`config.mk`:
```
export PLATFORM = sky130hd
export DESIGN_NAME = port_rd_sram_selector
export DESIGN_NICKNAME = d
export VERILOG_FILES = /design/src/rtl/rd_sel_pkg.sv /design/src/rtl/rd_cand_cmp.sv /design/src/rtl/port_rd_sram_selector.sv
export SDC_FILE = /design/constraint.sdc
export NUM_CORES = 1
export LEC_CHECK = 0
export ABC_CLOCK_PERIOD_IN_PS = 2400
export CORE_MARGIN = 2
export CORE_UTILIZATION = 50
export DETAILED_ROUTE_END_ITERATION = 16
export DONT_BUFFER_PORTS = 1
export SLEW_MARGIN = 10
export SYNTH_ARGS = -nofsm -noshare
export SYNTH_HDL_FRONTEND = slang
export SYNTH_SLANG_ARGS = --single-unit
```
`constraint.sdc`:
```
create_clock -name clk -period 2.4 [get_ports clk]
set_input_delay 0.72 -clock clk [delete_from_list [all_inputs] [get_ports clk]]
set_output_delay 0.72 -clock clk [all_outputs]
set_load 0.02 [all_outputs]
```
`src/rtl/rd_sel_pkg.sv`:
```
// Shared definitions for the per-port read SRAM selector and its helpers.
package rd_sel_pkg;

  localparam int unsigned SRAM_IDX_W  = 5;
  localparam int unsigned SRAM_SEL_W  = 6;
  localparam int unsigned HEAD_WAIT_W = 10;

  localparam logic [SRAM_SEL_W-1:0] SRAM_NONE = 6'd32;

  // Shared with the head-wait tracker that produces head_wait upstream.
  typedef logic [HEAD_WAIT_W-1:0] head_wait_t;

  typedef enum logic [1:0] {
    ST_IDLE = 2'd0,
    ST_SCAN = 2'd1,
    ST_DONE = 2'd2
  } rd_sel_state_e;

endpackage

```
`src/rtl/rd_cand_cmp.sv`:
```
// Qualify one scanned candidate and compare it against the running best.
module rd_cand_cmp
  import rd_sel_pkg::*;
#(
  parameter int unsigned AMT_W  = 9,
  parameter int unsigned WAIT_W = HEAD_WAIT_W
) (
  input  logic                  scan_valid,
  input  logic                  rd_accessible,
  input  logic [AMT_W-1:0]      packet_amount,
  input  logic [WAIT_W-1:0]     head_wait,
  input  logic [SRAM_IDX_W-1:0] cand_sram,
  input  logic                  found,
  input  logic [WAIT_W-1:0]     best_wait,
  input  logic [SRAM_IDX_W-1:0] best_sram,
  output logic                  take,
  output logic                  next_found,
  output logic [WAIT_W-1:0]     next_best_wait,
  output logic [SRAM_IDX_W-1:0] next_best_sram
);

  logic qualify;

  assign qualify = scan_valid && rd_accessible && (packet_amount != '0);
  // Strictly greater: on a tie the earlier candidate is kept.
  assign take = qualify && (!found || (head_wait > best_wait));

  assign next_found     = found || qualify;
  assign next_best_wait = take ? head_wait : best_wait;
  assign next_best_sram = take ? cand_sram : best_sram;

endmodule

```
`src/rtl/port_rd_sram_selector.sv`:
```
// Per-output-port picker of the SRAM whose head packet has waited longest,
// presented to the port's read front end over a valid/ready handshake.
module port_rd_sram_selector
  import rd_sel_pkg::*;
#(
  parameter int unsigned SRAM_NUM = 32,
  parameter int unsigned AMT_W    = 9,
  parameter int unsigned WAIT_W   = HEAD_WAIT_W
) (
  input  logic                  clk,
  input  logic                  rst_n,
  input  logic [SRAM_IDX_W-1:0] scan_threshold,
  input  logic                  select_enable,
  output logic                  select_valid,
  input  logic                  select_ready,
  output logic [SRAM_SEL_W-1:0] select_sram,
  input  logic                  scan_valid,
  input  logic [SRAM_IDX_W-1:0] scan_sram,
  input  logic                  rd_accessible,
  input  logic [AMT_W-1:0]      packet_amount,
  input  logic [WAIT_W-1:0]     head_wait
);

  localparam logic [SRAM_SEL_W-1:0] SelNone = SRAM_SEL_W'(SRAM_NUM);

  rd_sel_state_e         state_q, state_d;
  logic [SRAM_IDX_W-1:0] tick_q, tick_d;
  logic                  found_q, found_d;
  logic [WAIT_W-1:0]     best_wait_q, best_wait_d;
  logic [SRAM_IDX_W-1:0] best_sram_q, best_sram_d;

  logic                  take;
  logic                  next_found;
  logic [WAIT_W-1:0]     next_best_wait;
  logic [SRAM_IDX_W-1:0] next_best_sram;

  rd_cand_cmp #(
    .AMT_W  (AMT_W),
    .WAIT_W (WAIT_W)
  ) u_cand_cmp (
    .scan_valid     (scan_valid),
    .rd_accessible  (rd_accessible),
    .packet_amount  (packet_amount),
    .head_wait      (head_wait),
    .cand_sram      (scan_sram),
    .found          (found_q),
    .best_wait      (best_wait_q),
    .best_sram      (best_sram_q),
    .take           (take),
    .next_found     (next_found),
    .next_best_wait (next_best_wait),
    .next_best_sram (next_best_sram)
  );

  always_comb begin
    state_d     = state_q;
    tick_d      = tick_q;
    found_d     = found_q;
    best_wait_d = best_wait_q;
    best_sram_d = best_sram_q;
    case (state_q)
      ST_IDLE: begin
        // Candidates on the entry cycle are ignored; the sweep starts next cycle.
        if (select_enable) state_d = ST_SCAN;
      end
      ST_SCAN: begin
        if (!select_enable) begin
          state_d     = ST_IDLE;
          tick_d      = '0;
          found_d     = 1'b0;
          best_wait_d = '0;
        end else if (scan_valid) begin
          if (tick_q == scan_threshold) begin
            tick_d      = '0;
            found_d     = 1'b0;
            best_wait_d = '0;
            if (next_found) begin
              state_d     = ST_DONE;
              best_sram_d = next_best_sram;
            end
          end else begin
            tick_d      = tick_q + 5'd1;
            found_d     = next_found;
            best_wait_d = next_best_wait;
            best_sram_d = next_best_sram;
          end
        end
      end
      ST_DONE: begin
        if (select_ready) begin
          state_d     = ST_IDLE;
          tick_d      = '0;
          found_d     = 1'b0;
          best_wait_d = '0;
        end
      end
      default: begin
        state_d     = ST_IDLE;
        tick_d      = '0;
        found_d     = 1'b0;
        best_wait_d = '0;
      end
    endcase
  end

  always_ff @(posedge clk) begin
    if (!rst_n) begin
      state_q     <= ST_IDLE;
      tick_q      <= '0;
      found_q     <= 1'b0;
      best_wait_q <= '0;
      best_sram_q <= '0;
    end else begin
      state_q     <= state_d;
      tick_q      <= tick_d;
      found_q     <= found_d;
      best_wait_q <= best_wait_d;
      best_sram_q <= best_sram_d;
    end
  end

  // best_sram_q is only exposed while a selection is held, so valid implies < 32.
  assign select_valid = (state_q == ST_DONE);
  assign select_sram  = select_valid ? {1'b0, best_sram_q} : SelNone;

endmodule

```
### After elaboration in Yosys (flattened, before gate mapping)

Cells that the tools add are included.

| cells by class | value |
|---|---|
| multiplexer cells | 27 |
| eq/ne operators | 10 |
| reductions and logical operators | 12 |
| add/sub/neg operators | 1 |
| bitwise operators | 1 |
| magnitude comparators | 1 |

Operators by type and width:

| cell | number |
|---|---|
| 10-bit two-way mux | 5 |
| 5-bit two-way mux | 7 |
| 10-bit one-hot mux with 3 select lines | 1 |
| 5-bit one-hot mux with 3 select lines | 1 |
| 2-bit two-way mux | 6 |
| 10-bit greater-than comparator | 1 |
| 3-bit inequality test, second input constant | 3 |
| 9-bit nonzero test | 1 |
| 4-bit AND reduction | 2 |
| 6-bit two-way mux | 1 |
| 2-bit one-hot mux with 3 select lines | 1 |
| 5-bit by 1-bit adder with 5-bit output, second input constant | 1 |
| 5-bit equality test | 1 |
| 5-bit AND reduction | 1 |
| 1-bit two-way mux | 4 |
| 2-bit inequality test, second input constant | 2 |
| 4-bit by 3-bit inequality test with 1-bit output, second input constant | 1 |
| 1-bit logical AND | 3 |
| 1-bit one-hot mux with 3 select lines | 1 |
| 3-bit AND reduction | 1 |
| 2-bit by 1-bit equality test with 1-bit output, second input constant | 1 |
| 2-bit equality test, second input constant | 1 |
| 2-bit zero test | 1 |
| 1-bit logical OR | 2 |
| 3 further kinds | 3 |

| word-level totals | value |
|---|---|
| output and inout bits | 7 |
| register bits | 23 |
| input bits | 35 |

### Depth between registers and ports, before layout

Gate-level depths: netlist of the first run.

| depth | value |
|---|---|
| word-level depth | 8 |
| gate-level depth with buffers | 8 |
| mapped depth without buffers | 7 |

### Hierarchy

Synthesis of the first run repeated with hierarchy kept, for this count alone.

| second synthesis, totals | value |
|---|---|
| cell total of the unflattened synthesis | 284 |
| area, all modules | 2103.3 sq um |

Modules (own cells, without submodules):

| module | cells each | area each (sq um) | seq. area each (sq um) | times used |
|---|---|---|---|---|
| port_rd_sram_selector | 134 | 1127.3 | 460.4 | 1 |
| rd_cand_cmp | 150 | 975.9 | 0.0 | 1 |

### Worst setup path after synthesis of the first run

Ideal clock, no wire load.

| path | value |
|---|---|
| path kind | input-to-reg |
| from | input head_wait[9] |
| to | register best_wait_q[0] |
| path slack | 0.232 ns |
| stages | 7 |
| data arrival time | 2.028 ns |
| setup time | 0.140 ns |
| cell sequence | ha_1 -> nand4_1 -> or3_1 -> nand2_1 -> o21a_1 -> buf_4 -> o32ai_1 |

| on the way | value |
|---|---|
| cells in the longest elaborated chain, start to end | 5 |

Ends and longest elaborated chain:

| item | line | text |
|---|---|---|
| start: declaration | port_rd_sram_selector.sv:21 | `input logic [WAIT_W-1:0] head_wait` |
| 10-bit greater-than comparator | rd_cand_cmp.sv:26 | `assign take = qualify && (!found \|\| (head_wait > best_wait));` |
| 1-bit logical OR | rd_cand_cmp.sv:26 |  |
| 1-bit logical AND | rd_cand_cmp.sv:26 |  |
| 4-bit by 3-bit inequality test with 1-bit output (no source line) | - |  |
| 4-bit AND reduction (no source line) | - |  |
| end signal: assignment | port_rd_sram_selector.sv:117 | `best_wait_q <= best_wait_d;` |
| end: declaration | port_rd_sram_selector.sv:29 | `logic [WAIT_W-1:0] best_wait_q, best_wait_d;` |

No other way between the ends.
A chain may end at the register's enable or synchronous reset.

### Worst setup path in the final report of the first run

| path | value |
|---|---|
| from | register state_q[1] |
| to | output select_sram[2] |

| on the way | value |
|---|---|
| cells in the longest elaborated chain, start to end | 2 |

Ends and longest elaborated chain:

| item | line | text |
|---|---|---|
| start: declaration | port_rd_sram_selector.sv:26 | `rd_sel_state_e state_q, state_d;` |
| start signal: assignment | port_rd_sram_selector.sv:114 | `state_q <= state_d;` |
| 2-bit equality test | port_rd_sram_selector.sv:123 | `assign select_valid = (state_q == ST_DONE);` |
| via select_valid | port_rd_sram_selector.sv:14 | `output logic select_valid,` |
| 6-bit two-way mux | port_rd_sram_selector.sv:124 | `assign select_sram = select_valid ? {1'b0, best_sram_q} : SelNone;` |
| end: declaration | port_rd_sram_selector.sv:16 | `output logic [SRAM_SEL_W-1:0] select_sram,` |

The timed path passes the listed nets, and every way through them passes these cells.

==> run summary, run 1 <==
Worst Setup Start Kind: flop
Clk Latency, worst-skew pair: 0.30 ns
Tmin final: 2.23 ns
Fill count: 252
Period utilisation layout: 92.8%
Slew HR: 67.3%
Total grt overflow: 0
Vias per cell: 5.41
Total Wirelength: 2.42 mm
Met2 routed WL: 1.16 mm
Pwr Total: 0.641 mW
Setup crit end kind: output pin
Post-Syn Instances: 160
Achievable frequency: 0.449 GHz
Starting density of the core: 53.8%
DRC violations left: 0
Fin Clk Skew: 0.000798 ns
CTS root buf: clkbuf_4
Port Buf Inserts: 0
Global-route wire length before repair: 4.04 mm
Max IR drop VDD: 0.000283 V
Count leader, synth: inv_1
Synth Area in Simple Gates: 19.7%
Post-DRT Antenna Nets: 0
Pleak: 0.579 nW
Post-Synth XOR/XNOR Area: 5.76%
Layout Nets: 213
Syn_area_per_cell: 8.56 um2
Post-CTS setup buffer count: 0
Ant. Diodes: 0
CTS sink cnt: 23
Worst Path Max Fanout: 6
Site row count: 18
GP Congestion: 0.740
Iteration-0 DRC Markers: 9
Top layer in use: met4
Layout cells sized above 1: 9.04%
Synth area leaders: dfxtp_1 (34%), ha_1 (10%), o32ai_1 (7.0%)
DR WL met3: 124 um
RR Startpoint: best_wait_q[9]
Compound-Gate Fraction of Synth Area: 18.9%
HP Start: best_sram_q[1]
Synthesized area: 1370 um2
Vias in the first global route: 1,007
Least-Margin Pin Slew: 0.485 ns
Synthesized Nets: 206
Resize count post-CTS: 0
Initial antenna violation count: 0
Via count: 1,061
Setup TNS: 0 ns
Synth cell count leaders: inv_1 (25), dfxtp_1 (23), nand2_1 (20)
Multiplexer share of the synthesized area: 3.66%
Drt first pass iters: 4
CP Buf/Inv Count: 1
Cts-stage hold buffer count: 0
Clock transition at path regs: 0.12 ns
Largest net degree at the start of global routing: 15
Synth async-reset ratio: 0%
Seq cells post-synth: 23
CTS H-tree lvls: 1
Most used DFF post-synth: dfxtp_1
Synth cell types: 34
Clock Tree Buf Depth: 2
CTS tree: done
Hold Crit Endpoint: best_sram_q[1]
Sequential-to-total area share from yosys stat: 33.6%
R2R setup slack: 0.46 ns
CTS Buf Count: 3
Die extent in x: 56.3 um
Max-Cap Viols: 0
PwrDens: 438 nW/um2
CP required: 1.68 ns
DR WL/cell: 12.4 um
Metal-1 WL: 1.12 mm
Worst path max stage delay: 0.42 ns
Critical path cell sequence: nand2b_1 -> inv_1 -> and2_1
Core Area: 2540 um2
Yosys top cell area share: 33.6%
Status: finished, final reports clean
Final Hold Vio Count: 0
Synth area leader: dfxtp_1
Crit-path leading delay family: simple AND/OR/NAND/NOR gates
Die Area: 3170 um2
WP data arrival: 1.51 ns
Die Y: 56.3 um
# setup viols final: 0
Worst Hold Depth: 2
Reg2Reg Capture Point: best_sram_q[3]
Tot GR Track Use: 15.5%
Worst r2r path cells: 8
Adder-cell share of the synthesized area: 10.1%
RSZ-0062 raised after global routing: false
# IOs: 42
Area Growth Syn to Fin: 6.95%
Number of synthesized flops with an enable pin: 0
WS Path Type: reg -> out
HP Class: reg -> reg
Hpwl dp: 2.01 mm
Max-slew violations: 0
Largest family of logic cells by synthesized area: simple AND/OR/NAND/NOR gates
Crit path max-delay cell type: dfxtp_1
Synth warnings: 0
-- layout by cell type (no fill, tap or decap), drive strengths merged, types with 5 or more instances in the layout --
master  instances
a21oi           7
and2            7
buf             5
dfxtp          23
ha             11
inv            25
mux2i           5
nand2          20
nor2            8
o32ai          11
xor2            7
-- cell families (layout without fill, tap and decap cells) --
kind of cell,count (synthesis),after routing
buffers and inverters,28,34
xor gates and xnor gates,9,9
and+or+nand+nor,53,53
adders and majority gates,11,11
AOI/OAI and AO/OA,31,31
muxes,5,5
DFF,23,23
-- routing by layer --
metal | up-vias | global-route usage [%]
met1 | 461 | 20.9
met5 | - | 0
met2 | 26 | 25.2
met3 | 2 | 2.30
li1 | 572 | -
met4 | 0 | 5.10
-- worst min-delay path: stages, from the launching register on --
cell and delay (ns):
dfxtp_1 0.33, nand2_1 0.05, mux2i_1 0.05
-- how the worst max path moves through the flow --
stage,from,to,slack (ns),cells past startpoint
floorplan,head_wait[9],best_wait_q[0],0.23,7
global placement,head_wait[9],best_sram_q[1],0.16,7
detailed placement,head_wait[9],best_sram_q[0],0.11,7
CTS,state_q[1],select_sram[2],0.15,3
global route,state_q[1],select_sram[4],0.07,3
finish,state_q[1],select_sram[2],0.17,3
-- metrics by stage --
| stage | hold WS [ns] | instances | setup WS [ns] | instance area, um2 | util [%] |
|---|---|---|---|---|---|
| after global routing | 0.495 | 196 | 0.0725 | 1460 | 57.5 |
| after detailed placement | 0.448 | 192 | 0.105 | 1440 | 56.5 |
| after floorplan | 0.430 | 160 | 0.232 | 1370 | - |
| after global placement | 0.441 | 192 | 0.159 | 1440 | 56.5 |
| after CTS | 0.465 | 196 | 0.147 | 1460 | 57.5 |
| final | 0.462 | 196 | 0.172 | 1460 | 57.5 |
-- registers in the layout (all words and copies together), names as in the netlist --
signal and count:
best_sram_q 5, best_wait_q 10, tick_q 5, state_q 2, found_q 1
-- area by class of cell --
cell class                 count  area [um2]  share of cell area [%]
tap                           30        37.5                    2.56
multi-input combinational    109         796                    54.4
inverter                      25        93.8                    6.41
clock buffer                   4        26.3                    1.79
sequential                    23         460                    31.5
timing repair buffer           5        50.0                    3.42
-- power breakdown --
group	switching, mW	internal, mW
combinational	0.0430	0.0340
sequential	0.00402	0.386
clock	0.110	0.0647
Power figures use the tool's default switching activity.
==> inputs of run 2 (changes only) <==
--- a/config.mk
+++ b/config.mk
@@ -5,11 +5,11 @@
 export SDC_FILE = /design/constraint.sdc
 export NUM_CORES = 1
 export LEC_CHECK = 0
-export ABC_CLOCK_PERIOD_IN_PS = 2400
 export CORE_MARGIN = 2
 export CORE_UTILIZATION = 50
 export DETAILED_ROUTE_END_ITERATION = 16
 export DONT_BUFFER_PORTS = 1
+export SKIP_LAST_GASP = 1
 export SLEW_MARGIN = 10
 export SYNTH_ARGS = -nofsm -noshare
 export SYNTH_HDL_FRONTEND = slang
==> results of run 2 <==
The final DEF is identical to that of run 1; final timing and power are the same.
